<file path="src/rtl/uart_pkg.sv">
// Shared UART definitions: receiver state encoding and the bit-timing helpers
// that a matching transmitter can reuse.
package uart_pkg;

  typedef enum logic [2:0] {
    IDLE,
    START,
    DATA,
    STOP,
    WAIT_HIGH
  } uart_rx_state;

  function automatic int pulse_width(input int clk_freq, input int baud_rate);
    return clk_freq / baud_rate;
  endfunction

  function automatic int half_pulse_width(input int clk_freq, input int baud_rate);
    return pulse_width(clk_freq, baud_rate) / 2;
  endfunction

endpackage

</file>
<file path="src/rtl/uart_sync.sv">
// Two-flop synchroniser for a single asynchronous input; runs every clock.
module uart_sync #(
  parameter logic RESET_VAL = 1'b1
) (
  input  logic clk,
  input  logic reset_n,
  input  logic d,
  output logic q
);

  logic meta_reg;

  always_ff @(posedge clk) begin
    if (!reset_n) begin
      meta_reg <= RESET_VAL;
      q        <= RESET_VAL;
    end else begin
      meta_reg <= d;
      q        <= meta_reg;
    end
  end

endmodule

</file>
<file path="src/rtl/uart_rx.sv">
// 8N1-style UART receiver: mid-bit sampling, LSB-first deserialisation,
// valid/ready output with framing-error and overrun pulses.
module uart_rx
  import uart_pkg::*;
#(
  parameter int DATA_WIDTH = 8,
  parameter int BAUD_RATE  = 115_200,
  parameter int CLK_FREQ   = 50_000_000
) (
  input  logic                  clk,
  input  logic                  reset_n,
  input  logic                  ena,
  input  logic                  rx_signal,
  output logic [DATA_WIDTH-1:0] rx_data,
  output logic                  rx_valid,
  input  logic                  rx_ready,
  output logic                  frame_err,
  output logic                  overrun
);

  localparam int PULSE_WIDTH      = pulse_width(CLK_FREQ, BAUD_RATE);
  localparam int HALF_PULSE_WIDTH = half_pulse_width(CLK_FREQ, BAUD_RATE);
  localparam int CNT_W            = $clog2(PULSE_WIDTH) + 1;
  localparam int BIT_W            = $clog2(DATA_WIDTH);

  localparam logic [CNT_W-1:0] FULL_RELOAD = CNT_W'(PULSE_WIDTH - 1);
  localparam logic [CNT_W-1:0] HALF_RELOAD = CNT_W'(HALF_PULSE_WIDTH - 1);
  localparam logic [BIT_W-1:0] LAST_BIT    = BIT_W'(DATA_WIDTH - 1);

  logic                  rx_s;
  uart_rx_state          state_reg;
  logic [CNT_W-1:0]      clk_cnt_reg;
  logic [BIT_W-1:0]      bit_cnt_reg;
  logic [DATA_WIDTH-1:0] shift_reg;

  uart_sync #(.RESET_VAL(1'b1)) u_sync (
    .clk     (clk),
    .reset_n (reset_n),
    .d       (rx_signal),
    .q       (rx_s)
  );

  always_ff @(posedge clk) begin
    if (!reset_n) begin
      state_reg   <= IDLE;
      clk_cnt_reg <= '0;
      bit_cnt_reg <= '0;
      shift_reg   <= '0;
      rx_data     <= '0;
      rx_valid    <= 1'b0;
      frame_err   <= 1'b0;
      overrun     <= 1'b0;
    end else if (ena) begin
      frame_err <= 1'b0;
      overrun   <= 1'b0;
      // A delivery later in this block overrides this clear.
      if (rx_valid && rx_ready) rx_valid <= 1'b0;

      case (state_reg)
        IDLE: begin
          if (!rx_s) begin
            clk_cnt_reg <= HALF_RELOAD;
            state_reg   <= START;
          end
        end
        START: begin
          if (clk_cnt_reg != '0) begin
            clk_cnt_reg <= clk_cnt_reg - CNT_W'(1);
          end else if (!rx_s) begin
            clk_cnt_reg <= FULL_RELOAD;
            bit_cnt_reg <= '0;
            state_reg   <= DATA;
          end else begin
            state_reg <= IDLE;
          end
        end
        DATA: begin
          if (clk_cnt_reg != '0) begin
            clk_cnt_reg <= clk_cnt_reg - CNT_W'(1);
          end else begin
            shift_reg   <= {rx_s, shift_reg[DATA_WIDTH-1:1]};
            clk_cnt_reg <= FULL_RELOAD;
            if (bit_cnt_reg == LAST_BIT) state_reg <= STOP;
            else bit_cnt_reg <= bit_cnt_reg + BIT_W'(1);
          end
        end
        STOP: begin
          if (clk_cnt_reg != '0) begin
            clk_cnt_reg <= clk_cnt_reg - CNT_W'(1);
          end else if (rx_s) begin
            // Back to IDLE mid-stop-bit so the next start edge is not missed.
            state_reg <= IDLE;
            if (!rx_valid || rx_ready) begin
              rx_data  <= shift_reg;
              rx_valid <= 1'b1;
            end else begin
              overrun <= 1'b1;
            end
          end else begin
            frame_err <= 1'b1;
            state_reg <= WAIT_HIGH;
          end
        end
        WAIT_HIGH: begin
          if (rx_s) state_reg <= IDLE;
        end
        default: state_reg <= IDLE;
      endcase
    end
  end

endmodule

</file>
<file path="config.mk">
export PLATFORM = sky130hd
export DESIGN_NAME = uart_rx
export DESIGN_NICKNAME = d
export VERILOG_FILES = /design/src/rtl/uart_pkg.sv /design/src/rtl/uart_sync.sv /design/src/rtl/uart_rx.sv
export SDC_FILE = /design/constraint.sdc
export NUM_CORES = 1
export LEC_CHECK = 0
export ABC_AREA = 1
export BUFFER_PORTS_ARGS = -buffer_cell sky130_fd_sc_hd__buf_2
export CAP_MARGIN = 30
export CORE_ASPECT_RATIO = 0.7
export CORE_MARGIN = 4
export CORE_UTILIZATION = 50
export DETAILED_ROUTE_END_ITERATION = 10
export GPL_TIMING_DRIVEN = 1
export PLACE_DENSITY = 0.71
export SLEW_MARGIN = 20
export SYNTH_ARGS = -nofsm -noshare
export SYNTH_HDL_FRONTEND = slang
export SYNTH_HIERARCHICAL = 1
export SYNTH_SLANG_ARGS = --single-unit
</file>
<file path="constraint.sdc">
create_clock -name clk -period 1.34 [get_ports clk]
set_input_delay 0 -clock clk [delete_from_list [all_inputs] [get_ports clk]]
set_output_delay 0 -clock clk [all_outputs]
set_load 0.05 [all_outputs]
</file>
## After elaboration in Yosys (flattened, before gate mapping)

Index checks and enable logic that the tools add are counted.

| word-level totals | value |
|---|---|
| flip-flop bits (word level) | 37 |
| output and inout port bits | 11 |
| logic and storage cells | 72 |

| operators by class | value |
|---|---|
| add/subtract/negate cells | 2 |
| equal/unequal tests | 15 |
| multiplexer cells | 32 |
| bitwise operators | 1 |
| reduce and logical (&&, ||, !) cells | 12 |

Operators with widths:

| kind | count |
|---|---|
| 10-bit two-way mux | 5 |
| 10-bit case mux with 4 select lines | 1 |
| 3-bit two-way mux | 11 |
| 2-bit inequality test (second input constant) | 8 |
| 3-bit case mux with 5 select lines | 1 |
| 1-bit two-way mux | 12 |
| 5-bit AND reduction | 2 |
| 10-bit nonzero test | 1 |
| 10-bit by 1-bit subtractor with 10-bit output (second input constant) | 1 |
| 7-bit AND reduction | 1 |
| 3-bit by 2-bit equality test with 1-bit output (second input constant) | 2 |
| 3-bit equality test (second input constant) | 2 |
| 3-bit case mux with 2 select lines | 1 |
| 6-bit AND reduction | 1 |
| 4-bit nonzero test | 1 |
| 3-bit by 1-bit adder with 3-bit output (second input constant) | 1 |
| 3-bit by 1-bit equality test with 1-bit output (second input constant) | 1 |
| 3-bit zero test | 1 |
| 3-bit inequality test (second input constant) | 1 |
| 3-bit AND reduction | 1 |
| 2-bit two-way mux | 1 |
| 2-bit by 1-bit inequality test with 1-bit output (second input constant) | 1 |
| 2-bit nonzero test | 1 |
| 1-bit logical AND | 1 |
| other kinds (3) | 3 |

## Longest topological paths before layout

| depth | value |
|---|---|
| word-level depth | 6 |
| gate-level depth with buffers | 11 |
| depth with buffers taken out | 11 |

## By module

The synthesis kept the hierarchy.

By module, submodules not included:

| module | instances | cells each | area an instance (um2) |
|---|---|---|---|
| uart_rx | 1 | 292 | 1886.8 |
| uart_sync | 1 | 6 | 55.1 |

## Worst setup path before layout

No wires, ideal clock.

| path | value |
|---|---|
| path kind | register to register |
| start point | reg rx_valid |
| end point | reg rx_data[0] |
| arrival time | 1.518 ns |
| path slack | -0.296 ns |
| cell stages (with the launch flop) | 8 |
| path buffers | 0 |
| period minus slack after synthesis | 1.636 ns |
| path through | dfxtp_1 > inv_1 > nor2_1 > nor3_1 > nand3_1 > nand2_1 > nand2_1 > nor2_1 |

| on the way | value |
|---|---|
| cells in the longest elaborated chain, start to end | 3 |

RTL lines:

| what | line | text |
|---|---|---|
| start, declared | uart_rx.sv:15 | `output logic rx_valid,` |
| start signal, assigned | uart_rx.sv:50 | `rx_valid <= 1'b0;` |
| start signal, assigned | uart_rx.sv:57 | `if (rx_valid && rx_ready) rx_valid <= 1'b0;` |
| start signal, assigned | uart_rx.sv:95 | `rx_valid <= 1'b1;` |
| 1-bit zero test | uart_rx.sv:93 | `if (!rx_valid \|\| rx_ready) begin` |
| 1-bit logical OR | uart_rx.sv:93 |  |
| 5-bit AND reduction (no line) | -- |  |
| end signal, assigned | uart_rx.sv:94 | `rx_data <= shift_reg;` |
| end, declared | uart_rx.sv:14 | `output logic [DATA_WIDTH-1:0] rx_data,` |

No other way between the ends.
A chain may end at the register's enable or synchronous reset.

## Worst setup path after layout

| path | value |
|---|---|
| start point | reg clk_cnt_reg[0] |
| end point | reg clk_cnt_reg[7] |

| on the way | value |
|---|---|
| cells in the longest elaborated chain, start to end | 3 |
| elaborated cells on any way between the ends | 9 |

RTL lines:

| what | line | text |
|---|---|---|
| start, declared | uart_rx.sv:32 | `logic [CNT_W-1:0] clk_cnt_reg;` |
| start signal, assigned | uart_rx.sv:68 | `clk_cnt_reg <= clk_cnt_reg - CNT_W'(1);` |
| start signal, assigned | uart_rx.sv:79 | `clk_cnt_reg <= clk_cnt_reg - CNT_W'(1);` |
| start signal, assigned | uart_rx.sv:89 | `clk_cnt_reg <= clk_cnt_reg - CNT_W'(1);` |
| 10-bit by 1-bit subtractor with 10-bit output / 10-bit nonzero test (equally long branches) | -- |  |
| 10-bit two-way mux, or another cell as far along | uart_rx.sv:88 | `if (clk_cnt_reg != '0) begin` |
| 10-bit case mux with 4 select lines / 5-bit AND reduction (equally long branches) | -- |  |

Parallel ways exist; a longest one is shown, timed or not. The select of a mux whose other input is x is not followed.

==> flow_metrics.env <==
export IMPL_crit_path_end_kind="flip-flop"
export IMPL_grt_first_pass_wirelength_mm=8.73
export IMPL_worst_setup_path_start_kind="flip-flop"
export IMPL_drt_pass1_iter_count=5
export IMPL_vias=2108
export IMPL_period_share_pct=112
export IMPL_fin_skew_ps=4.20
export IMPL_cts_sinks=37
export IMPL_p_int_uw=2690
export IMPL_run_status="finished with violations"
export IMPL_tritoncts_num_buffers=5
export IMPL_worst_path_dominant_cell_family="simple AND/OR/NAND/NOR gates"
export IMPL_power_sequential_fraction_pct=29.7
export IMPL_layoutNonFillerInstCount=412
export IMPL_tritoncts="yes"
export IMPL_synth_area_per_cell_sq_um=6.52
export IMPL_clock_power_share_pct=23.1
export IMPL_comb_power_share_pct=47.2
export IMPL_max_ffs_per_register=10
export IMPL_root_buffer_cell="sky130_fd_sc_hd__clkbuf_8"
export IMPL_wirelength_mm=5.56
export IMPL_nets=370
export IMPL_endpoint_arrival_time_on_the_critical_path_ps=1660
export IMPL_cts_reportedPaths_clkPinSlew_ps=70
export IMPL_leakage_uw=0.00144
export IMPL_fp_coreArea_sq_mm=0.00363
export IMPL_warnings_from_yosys=6
export IMPL_track_usage_pct=23.3
export IMPL_violations="negative setup slack"
export IMPL_dpl_cell_count=395
export IMPL_synthDominantCellAreaShare_pct=38.1
export IMPL_post_synth_inst_count=298
export IMPL_place_gp_congestion=0.883
export IMPL_max_freq_ghz=0.668
export IMPL_timing_setup_critical_path_class="reg2reg"
export IMPL_timing_critical_path_fanout_max=8
export IMPL_crit_chain="inv_2 > ha_4 > nand2_4 > nor2_4 > buf_6 > nand3_4 > nand2_8 > buf_12 > inv_8 > nand2_2 > a21oi_2"
export IMPL_num_fill_cells=255
export IMPL_initial_core_util_pct=53.6
export IMPL_grt_start_max_net_pins=18
export IMPL_die_y_um=60.1
export IMPL_ys_seq_elements=37
export IMPL_yosys_cell_types_count=25
export IMPL_final_min_clock_period_ps=1500
export IMPL_switching_power_uw=1670
export IMPL_cts_buffer_depth=2
export IMPL_post_route_util_pct=77.1
export IMPL_mappedNetlistNets=307
export IMPL_setup_ws_ps=-158
export IMPL_insertedDiodeCount=0
export IMPL_relSlewSlack_pct=73.0
export IMPL_power_share_switching_pct=38.4
export IMPL_route_detailed_vias_per_inst=5.12
export IMPL_cp_required_ps=1500
export IMPL_synth_yosys_seq_area_share_pct=38.1
export IMPL_max_cap_violations=0
export IMPL_die_width_um=82.5
export IMPL_setup_viol=35
export IMPL_critical_path_top_delay_cell="sky130_fd_sc_hd__dfxtp_2"
export IMPL_timing_critical_path_buf_inv=4
export IMPL_final_max_slew_violation_count=0
export IMPL_report_final_hold_viol_count=0
export IMPL_routed_wire_length_per_instance_um=13.5
export IMPL_first_global_vias=1843
export IMPL_grt_setup_unrepaired="yes"
export IMPL_clk_insertion_delay_late_ps=290
export IMPL_layout_drive_gt1_share_pct=38.4
export IMPL_hpwl_mm=3.61
export IMPL_power_per_standard_cell_area_mw_per_mm2=1560
export IMPL_peakVddDrop_mv=1.01
export IMPL_grt_overflow=0
export IMPL_netlist_top_cells_area="sky130_fd_sc_hd__dfxtp_1 38%, sky130_fd_sc_hd__nand2_1 17%, sky130_fd_sc_hd__inv_1 7.5%"
export IMPL_hp_class="in2reg"
export IMPL_timing_reg2reg_setup_slack_ps=-160
export IMPL_pin_count=16
export IMPL_htreeDepth=2
export IMPL_ant_nets=0
export IMPL_core_rowCount=18
export IMPL_worst_pin_slew_ps=405
export IMPL_antenna_found_initial=0
export IMPL_fin_total_pwr_uw=4360
export IMPL_route_detailed_drc=0
export IMPL_timing_critical_path_slowest_cell_delay_ps=330
export IMPL_fp_dieArea_sq_mm=0.00496
export IMPL_post_synth_top_area_cell="sky130_fd_sc_hd__dfxtp_1"
export IMPL_dr_first_iter_drc_count=169
export IMPL_buffer_ports_inserted=15
export IMPL_area_growth_pct=43.9
export IMPL_synth_area_sq_mm=0.00194
worst paths after layout:
| kind | start | end | cells after the start |
|---|---|---|---|
| worst max register to register | clk_cnt_reg[0] | clk_cnt_reg[7] | 11 |
| worst min register to register | u_sync/meta_reg | u_sync/q | 2 |
| worst max-delay path | clk_cnt_reg[0] | clk_cnt_reg[7] | 11 |
| worst min-delay path | rx_ready | rx_valid | 4 |
what timing repair did:
action	in CTS	in global routing
hold buffers	1	0
pin swaps	3	11
setup buffers	5	2
resized for setup	28	37
hold endpoints to repair	1	0
endpoints found under the setup margin	30	35
cloned	0	1
cell families after synthesis:
| family | share of synthesized area [%] |
|---|---|
| simple gates | 39.2 |
| buf+inv | 9.79 |
| flops | 38.1 |
| compound gates | 9.34 |
| fa+ha+maj | 2.58 |
| xor+xnor | 0.902 |
power by group through the flow:
stage	sequential [uW]	clock, uW	combinational, uW
after floorplan	1310	0	982
after global placement	1300	0	1540
after detailed placement	1300	0	1560
after CTS	1290	1020	1740
after global routing	1310	1080	2230
final	1300	1010	2060
layout make-up:
| type | instances | area, sq um | share of cell area, % |
|---|---|---|---|
| Clock inverter | 1 | 30.0 | 1.07 |
| Sequential cell | 37 | 748 | 26.8 |
| Timing Repair inverter | 1 | 11.3 | 0.403 |
| Clock buffer | 7 | 86.3 | 3.09 |
| Multi-Input combinational cell | 213 | 1240 | 44.4 |
| Timing Repair Buffer | 59 | 435 | 15.6 |
| Tap cell | 50 | 62.6 | 2.24 |
| Inverter | 44 | 180 | 6.45 |
cells in the final DEF (no fill, tap or decap), types with 2 or more instances in the layout:
cell type and count:
sky130_fd_sc_hd__a21oi_1 18, sky130_fd_sc_hd__a21oi_2 6, sky130_fd_sc_hd__buf_2 15, sky130_fd_sc_hd__buf_4 38, sky130_fd_sc_hd__buf_6 4, sky130_fd_sc_hd__clkbuf_8 6
sky130_fd_sc_hd__dfxtp_1 31, sky130_fd_sc_hd__dfxtp_2 6, sky130_fd_sc_hd__ha_1 3, sky130_fd_sc_hd__inv_1 36, sky130_fd_sc_hd__inv_2 6, sky130_fd_sc_hd__nand2_1 78
sky130_fd_sc_hd__nand2_2 11, sky130_fd_sc_hd__nand2_4 5, sky130_fd_sc_hd__nand3_1 19, sky130_fd_sc_hd__nand3_2 3, sky130_fd_sc_hd__nor2_1 26, sky130_fd_sc_hd__nor2_2 7
sky130_fd_sc_hd__nor2_4 8, sky130_fd_sc_hd__nor3_1 2, sky130_fd_sc_hd__nor3_2 10, sky130_fd_sc_hd__o21ai_0 5, sky130_fd_sc_hd__o21ai_2 4
synthesized netlist by cell type:
master	instances
sky130_fd_sc_hd__a21oi_1	24
sky130_fd_sc_hd__a21oi_4	1
sky130_fd_sc_hd__and3_1	1
sky130_fd_sc_hd__buf_1	1
sky130_fd_sc_hd__buf_6	1
sky130_fd_sc_hd__clkbuf_1	2
sky130_fd_sc_hd__dfxtp_1	37
sky130_fd_sc_hd__ha_1	4
sky130_fd_sc_hd__inv_1	39
sky130_fd_sc_hd__inv_2	4
sky130_fd_sc_hd__inv_4	1
sky130_fd_sc_hd__nand2_1	90
sky130_fd_sc_hd__nand2_2	3
sky130_fd_sc_hd__nand2_4	2
sky130_fd_sc_hd__nand3_1	21
sky130_fd_sc_hd__nand3_2	2
sky130_fd_sc_hd__nor2_1	33
sky130_fd_sc_hd__nor2_2	6
sky130_fd_sc_hd__nor2_4	2
sky130_fd_sc_hd__nor3_1	12
sky130_fd_sc_hd__nor3b_1	1
sky130_fd_sc_hd__o21ai_0	6
sky130_fd_sc_hd__o21ai_1	3
sky130_fd_sc_hd__xnor2_1	1
sky130_fd_sc_hd__xor2_1	1
metal layers:
metal / vias up / GRT usage [%] / routed length, um
met5: - / 0 / 0
met3: 7 / 5.27 / 427
met4: 0 / 6.64 / 46
met2: 75 / 32.0 / 2430
met1: 967 / 35.8 / 2650
li1: 1059 / - / -
metrics by stage:
stage,setup TNS (ps),setup slack (ps),hold WS (ps),area (sq um)
6_report,-3720,-158,23.0,2790
5_1_grt,-6850,-244,13.6,2790
4_1_cts,-2530,-125,0.764,2610
3_5_place_dp,-2110,-133,177,2360
3_3_place_gp,-1460,-81.9,168,2360
2_1_floorplan,-142,-17.6,68.7,1970
worst min-delay path, stage by stage:
cell and delay (ps):
sky130_fd_sc_hd__buf_2 100, sky130_fd_sc_hd__nand2_1 50, sky130_fd_sc_hd__nand2_1 70, sky130_fd_sc_hd__a21oi_2 50
(Power assumes the default switching activity.)
